==> src/rtl/reg_scoreboard.sv <==
// Purpose: GPR scoreboard for ID; tracks in-flight writes and stalls issue on RAW/WAW hazards.
// Latency: stall/hazard_mask/pending are combinational; a newly loaded counter is visible next cycle.
// Backpressure: hold freezes all counters and suppresses stall/issue; a stalled instruction loads nothing.
module reg_scoreboard #(
  parameter int REG_ADDR_WIDTH = 5,
  parameter int NUM_READ_PORTS = 2,
  parameter int MAX_LATENCY    = 3,
  localparam int LAT_WIDTH     = $clog2(MAX_LATENCY + 1)
) (
  input  logic                                     clk,
  input  logic                                     rst,
  input  logic                                     hold,
  input  logic                                     issue_valid,
  input  logic [NUM_READ_PORTS-1:0]                read_en,
  input  logic [NUM_READ_PORTS*REG_ADDR_WIDTH-1:0] read_addr,
  input  logic                                     write_en,
  input  logic [REG_ADDR_WIDTH-1:0]                write_addr,
  input  logic [LAT_WIDTH-1:0]                     write_latency,
  output logic                                     stall,
  output logic [NUM_READ_PORTS-1:0]                hazard_mask,
  output logic                                     pending
);

  localparam int NUM_REGS = 2 ** REG_ADDR_WIDTH;
  localparam logic [LAT_WIDTH-1:0] MAX_LAT = LAT_WIDTH'(MAX_LATENCY);

  // Register 0 is hardwired zero, so it carries no counter.
  logic [LAT_WIDTH-1:0] cnt      [1:NUM_REGS-1];
  logic [LAT_WIDTH-1:0] cnt_view [0:NUM_REGS-1];
  logic [LAT_WIDTH-1:0] lat_c;
  logic                 waw;
  logic                 accept;

  // Flat view of the counters with a constant zero slot for register 0, plus the busy summary.
  always_comb begin
    cnt_view[0] = '0;
    pending     = 1'b0;
    for (int r = 1; r < NUM_REGS; r++) begin
      cnt_view[r] = cnt[r];
      pending     = pending | (cnt[r] != '0);
    end
  end

  // Hazard detection: one indexed lookup per read port, plus the WAW check on the destination.
  always_comb begin
    lat_c = (write_latency > MAX_LAT) ? MAX_LAT : write_latency;
    for (int i = 0; i < NUM_READ_PORTS; i++) begin
      hazard_mask[i] = read_en[i]
                    && (read_addr[i*REG_ADDR_WIDTH +: REG_ADDR_WIDTH] != '0)
                    && (cnt_view[read_addr[i*REG_ADDR_WIDTH +: REG_ADDR_WIDTH]] != '0);
    end
    waw    = write_en && (write_addr != '0) && (cnt_view[write_addr] > lat_c);
    stall  = issue_valid && !hold && ((|hazard_mask) || waw);
    accept = issue_valid && !hold && !stall;
  end

  // Counter update: reset clears, hold freezes, otherwise count down and load on an accepted write.
  always_ff @(posedge clk) begin
    if (rst) begin
      for (int r = 1; r < NUM_REGS; r++) cnt[r] <= '0;
    end else if (!hold) begin
      for (int r = 1; r < NUM_REGS; r++) begin
        if (accept && write_en && (write_addr == REG_ADDR_WIDTH'(r))) begin
          cnt[r] <= lat_c;
        end else if (cnt[r] != '0) begin
          cnt[r] <= cnt[r] - LAT_WIDTH'(1);
        end
      end
    end
  end

endmodule

==> config.mk <==
export PLATFORM = sky130hd
export DESIGN_NAME = reg_scoreboard
export DESIGN_NICKNAME = d
export VERILOG_FILES = /design/src/rtl/reg_scoreboard.sv
export SDC_FILE = /design/constraint.sdc
export NUM_CORES = 1
export LEC_CHECK = 0
export BUFFER_PORTS_ARGS = -buffer_cell sky130_fd_sc_hd__buf_2
export CORE_MARGIN = 3
export CORE_UTILIZATION = 40
export CTS_BUF_LIST = sky130_fd_sc_hd__clkbuf_8
export DETAILED_ROUTE_END_ITERATION = 10
export PLACE_DENSITY_LB_ADDON = 0.2
export SYNTH_ARGS = -nofsm -noshare
export SYNTH_HDL_FRONTEND = slang
export SYNTH_SLANG_ARGS = --single-unit
==> constraint.sdc <==
create_clock -name clk -period 10.4 [get_ports clk]
set_input_delay 2.08 -clock clk [delete_from_list [all_inputs] [get_ports clk]]
set_output_delay 2.08 -clock clk [all_outputs]
set_load 0.02 [all_outputs]
=== Yosys cells after proc, flatten, opt, wreduce, memory -nomap -nowiden ===
Memory sizes are Yosys's and may differ from the RTL's.
Cells that the tools add are included.

* Add/sub/neg operators: 31
* $lt $le $gt $ge: 5
* Eq/ne operators: 31
* Muxes and demuxes: 353
* Bitwise gates (word level): 95
* Reductions and logical operators: 81

{| class="wikitable"
|+ Operator list
! cell !! count
|-
| 1-bit two-way mux || 281
|-
| 2-bit two-way mux || 69
|-
| 1-bit bitwise OR || 92
|-
| 5-bit equality test (second input constant) || 16
|-
| 2-bit nonzero test || 33
|-
| 2-bit by 1-bit subtractor with 2-bit output (second input constant) || 31
|-
| 1-bit logical AND || 41
|-
| 5-bit by 4-bit equality test with 1-bit output (second input constant) || 8
|-
| 2-bit binary-select mux with 5-bit select || 3
|-
| 5-bit by 3-bit equality test with 1-bit output (second input constant) || 4
|-
| 6-bit >= comparator (second input constant) || 3
|-
| 5-bit inverter with 6-bit output || 3
|-
| 5-bit nonzero test || 3
|-
| 5-bit by 2-bit equality test with 1-bit output (second input constant) || 2
|-
| 5-bit by 1-bit equality test with 1-bit output (second input constant) || 1
|-
| 2-bit greater-than comparator || 1
|-
| 2-bit greater-than comparator (second input constant) || 1
|-
| 1-bit logical NOT || 2
|-
| 2-bit OR reduction || 1
|-
| 1-bit logical OR || 1
|}

* Register bits after elaboration: 0
* Bits in writable memories: 62
* Input port bits: 24
* Output and inout bits: 4
* Word-level logic and storage cells: 597
* Memories: 1

{| class="wikitable"
|+ Memory list
! name !! words !! bits a word !! rd ports !! clocked after Yosys merged registers in !! write ports !! line !! text
|-
| cnt || 31 || 2 || 31 || 0 || 31 || 28 || <nowiki>logic [LAT_WIDTH-1:0] cnt [1:NUM_REGS-1];</nowiki>
|}

=== Depth between registers and ports, before layout ===
An unclocked memory read counts as a cell.

* Word-level depth: 32
* Depth in mapped cells: 18
* Mapped depth without buffers: 15

=== Least setup slack after synthesis ===
No wires, ideal clock.

* Path kind: in2out
* From: input write_addr[0]
* To: output stall
* Arrival time: 4.962 ns
* Required time: 8.320 ns
* Setup slack: 3.358 ns
* Stages: 12
* Buffers on the path: 3
* Cell sequence: buf_2 -> buf_2 -> clkbuf_1 -> mux4_2 -> mux4_2 -> nor2_1 -> nor2_1 -> ha_1 -> nor2b_1 -> o211ai_1 -> a31o_2 -> a21boi_0

* Cells in the longest elaborated chain, start to end: 8
* Elaborated cells on any way between the ends: 10
* Those cells by class: 1 x order compare; 3 x mux; 1 x bitwise; 5 x reduce/logical

{| class="wikitable"
|+ RTL lines
! element !! line !! text
|-
| start, declared || 17 || <nowiki>input logic [REG_ADDR_WIDTH-1:0] write_addr,</nowiki>
|-
| 5-bit inverter with 6-bit output (implied by the code) || 52 || <nowiki>waw = write_en && (write_addr != '0) && (cnt_view[write_addr] > lat_c);</nowiki>
|-
| 2-bit binary-select mux with 5-bit select || 52 ||
|-
| 2-bit two-way mux (implied by the code) (2 in a row) || 52 ||
|-
| 2-bit greater-than comparator || 52 ||
|-
| 1-bit logical AND (*) || 52 ||
|-
| 1-bit logical OR (*) || 53 || <nowiki>stall = issue_valid && !hold && ((|hazard_mask) || waw);</nowiki>
|-
| 1-bit logical AND (*) || 53 ||
|-
| end, declared || 19 || <nowiki>output logic stall,</nowiki>
|}

Every way passes the cells marked *; elsewhere a longest branch is shown, timed or not. The select of a mux whose other input is x is not followed.

=== Worst setup path after layout ===
Same ends and word-level chain as after synthesis.

==> summary.md <==
| Metric | Value |
|---|---|
| Status | `completed` |
| Worst endpoint required time | `8.32 ns` |
| WL/cell | `21.6 um` |
| Post-CTS Resized | `0` |
| Final #Nets | `692` |
| Vias in the first global route | `4996` |
| Total setup buffers inserted after CTS | `0` |
| Rows | `43` |
| Vias per inst | `6.04` |
| Initial Utilization | `41.5%` |
| Max FFs per register | `62` |
| CP startpoint kind | `primary input` |
| CTS Buffer Depth | `2` |
| Root Buffer | `clkbuf_8` |
| Port Buffers | `27` |
| Pin count of the biggest net entering global routing | `63` |
| Core area | `0.0140 mm2` |
| Biggest register | `cnt` |
| Hold Violations, Final | `0` |
| Crit path cell chain | `buf_2, mux4_2, mux4_2, nor2_1, nor2_1, ha_1, nor2b_1, o211ai_1, a31o_2, a21boi_0, buf_2` |
| Max Fanout on Critical Path | `23` |
| Top-area cell type share of the netlist area | `32.0%` |
| Leading area contributor after synthesis | `edfxtp_1` |
| Post-synthesis instance total | `634` |
| Critical path class | `primary input to output port` |
| Layout cells sized above 1 | `15.8%` |
| Clock Latency Late Sink | `0.36 ns` |
| Final-report setup violation count | `0` |
| Actual slew at the worst max-slew pin | `1.20 ns` |
| Synth cell types | `49` |
| DRT antenna net count | `0` |
| Biggest regs | `cnt x62` |
| Mean Syn Cell Area | `9.19 um2` |
| Slowest cell on the critical path | `mux4_2` |
| Arrival time worst endpoint | `5.00 ns` |
| Yosys warns | `0` |
| Synth Cell Area | `0.00583 mm2` |
| CTS tree | `built` |
| Peak VDD IR | `45.0 uV` |
| Max cap viols | `0` |
| Routed WL | `17700 um` |
| Slew headroom | `20.0%` |
| Initial antenna violation count | `1` |
| Routability cong. | `0.866` |
| GR Util All Layers | `22.4%` |
| Ys flop type | `edfxtp_1` |
| Pwr/cell area | `117 mW/mm2` |
| Worst Hold Class | `register to register` |
| Worst Clk Skew | `0.00911 ns` |
| First-pass GRT wire length | `27800 um` |
| Post-synth net total | `691` |
| Num CTS Buffers | `9` |
| Setup TNS Final | `0 ns` |
| Area Growth Syn to Fin | `5.86%` |
| Cts hold-fix bufs | `0` |
| RSZ-0062 raised after global routing | `no` |
| Max frequency | `0.141 GHz` |
| Leakage | `0.00266 uW` |
| Die Wd | `127 um` |
| Register area share after synthesis | `32.0%` |
| DRT Pass-1 Iters | `7` |
| CTS clk-pin slew, worst paths | `0.07 ns` |
| Clock sinks | `62` |
| Die Y | `127 um` |
| Asr flop ratio synth | `0%` |
| Initial drt markers | `495` |
| Die ar. | `0.0160 mm2` |
| Fillcell total | `1348` |
| Tot Pwr | `719 uW` |
| Fin crit period | `7.08 ns` |
| Flops & latches, synth | `62` |
| Crit end category | `output port` |
| EDFF count, synth | `62` |
| Slew Limit Fails | `0` |
| Final period util | `68.1%` |
| Total congestion overflow | `0` |
| Hpwl dp | `12800 um` |
| I/O pins | `28` |
| N_diodes | `0` |
| Most area-consuming cells after synthesis | `edfxtp_1 (32%), mux2i_1 (11%), mux4_2 (7.7%), ha_1 (7.1%), or3_1 (6.8%)` |
| Crit path largest cell delay | `0.59 ns` |
| Via count | `4948` |
| Drt drc | `0` |
| H-tree depth | `3` |
[report_power, final]
part	leakage [uW]	switching [uW]	internal, uW
combinational	0.00191	119	80.4
clock	0.0000877	98.0	80.5
sequential	0.000660	35.4	306
total	0.00266	252	467
[critical path: cells and delay by family]
kind	cells	cell delay, ns
multiplexers	2	1.07
buffers and inverters	2	0.68
AO/OA/AOI/OAI	3	0.59
AND/OR/NAND/NOR	3	0.29
adder cells (fa/ha/maj)	1	0.28
[metrics by stage]
step           cells  hold slack (ns)  worst slack, ns  area [um2]  util [%]
2_1_floorplan    634            0.654             3.36        5830         -
3_3_place_gp     804            0.705             3.34        6020      42.9
3_5_place_dp     804            0.726             3.31        6020      42.9
4_1_cts          819            0.746             3.28        6170      43.9
5_1_grt          819            0.786             3.11        6170      43.9
6_report         819            0.761             3.32        6170      43.9
[area by class of cell]
| type | instances | area (um2) | area share, % |
|---|---|---|---|
| Tap cell | 180 | 225 | 3.65 |
| Multi-Input combinational cell | 461 | 3510 | 56.9 |
| Timing Repair Buffer | 30 | 158 | 2.56 |
| Clock buffer | 9 | 124 | 2.01 |
| Inverter | 71 | 267 | 4.32 |
| Sequential cell | 62 | 1860 | 30.2 |
| Clock inverter | 6 | 23.8 | 0.385 |
[metal layers]
layer	GRT usage (%)	wire [um]
met5	0	7
met4	8.39	504
met2	34.7	8050
met1	29.8	7760
met3	6.32	1340
[cell usage in the layout, fill, tap and decap left out, drive strengths merged, types with 4 or more instances in the layout]
cell type and n:
nor2 92, inv 74, mux2i 63, or3 63, edfxtp 62, nand2 45, ha 33, nand3 33
buf 30, nor3 24, mux4 20, nand4 10, o21ai 9, clkbuf 9, a2111oi 6, nor3b 6
nor4 6, a31oi 6, nor2b 5, a21oi 4, a211oi 4
[worst paths after layout]
kind / startpoint / end / slack [ns] / cells past startpoint
worst max register to register: cnt[0][31]$_DFFE_PP_ / cnt[0][30]$_DFFE_PP_ / 6.44 / 12
worst max-delay path: write_addr[0] / stall / 3.32 / 11
worst min register to register: cnt[0][22]$_DFFE_PP_ / cnt[0][22]$_DFFE_PP_ / 0.76 / 2
worst min-delay path: cnt[0][22]$_DFFE_PP_ / cnt[0][22]$_DFFE_PP_ / 0.76 / 2
[cell usage after synthesis (2+ instances only)]
library cell / instances
inv_1: 69
inv_2: 2
a311oi_1: 2
nor3b_1: 6
o211a_1: 3
nor2_1: 91
buf_6: 3
or2_2: 2
nand2_1: 45
o311ai_0: 2
ha_1: 33
or3_1: 63
buf_1: 5
nand2b_1: 3
nor4_1: 5
nand3_1: 4
nand4_1: 10
a211oi_1: 3
mux4_2: 20
nand3b_1: 2
a31oi_1: 5
edfxtp_1: 62
nor2b_1: 5
a2111oi_0: 6
buf_2: 7
nor4b_1: 3
o21ai_0: 9
o211ai_1: 2
a21oi_1: 4
clkbuf_1: 23
nor3_1: 23
mux2i_1: 63
buf_4: 2
nand3_2: 29
and2_1: 2
nor4bb_1: 3
[kinds of logic (layout without fill, tap and decap cells)]
| kind of cell | count (synthesis) | after routing | synth area share, % |
|---|---|---|---|
| AOI/OAI and AO/OA | 44 | 44 | 5.97 |
| adders and majority gates | 33 | 33 | 7.09 |
| buffers and inverters | 111 | 116 | 7.82 |
| muxes | 84 | 84 | 18.7 |
| and+or+nand+nor | 300 | 300 | 28.4 |
| DFF | 62 | 62 | 32.0 |
(Power assumes the default switching activity.)
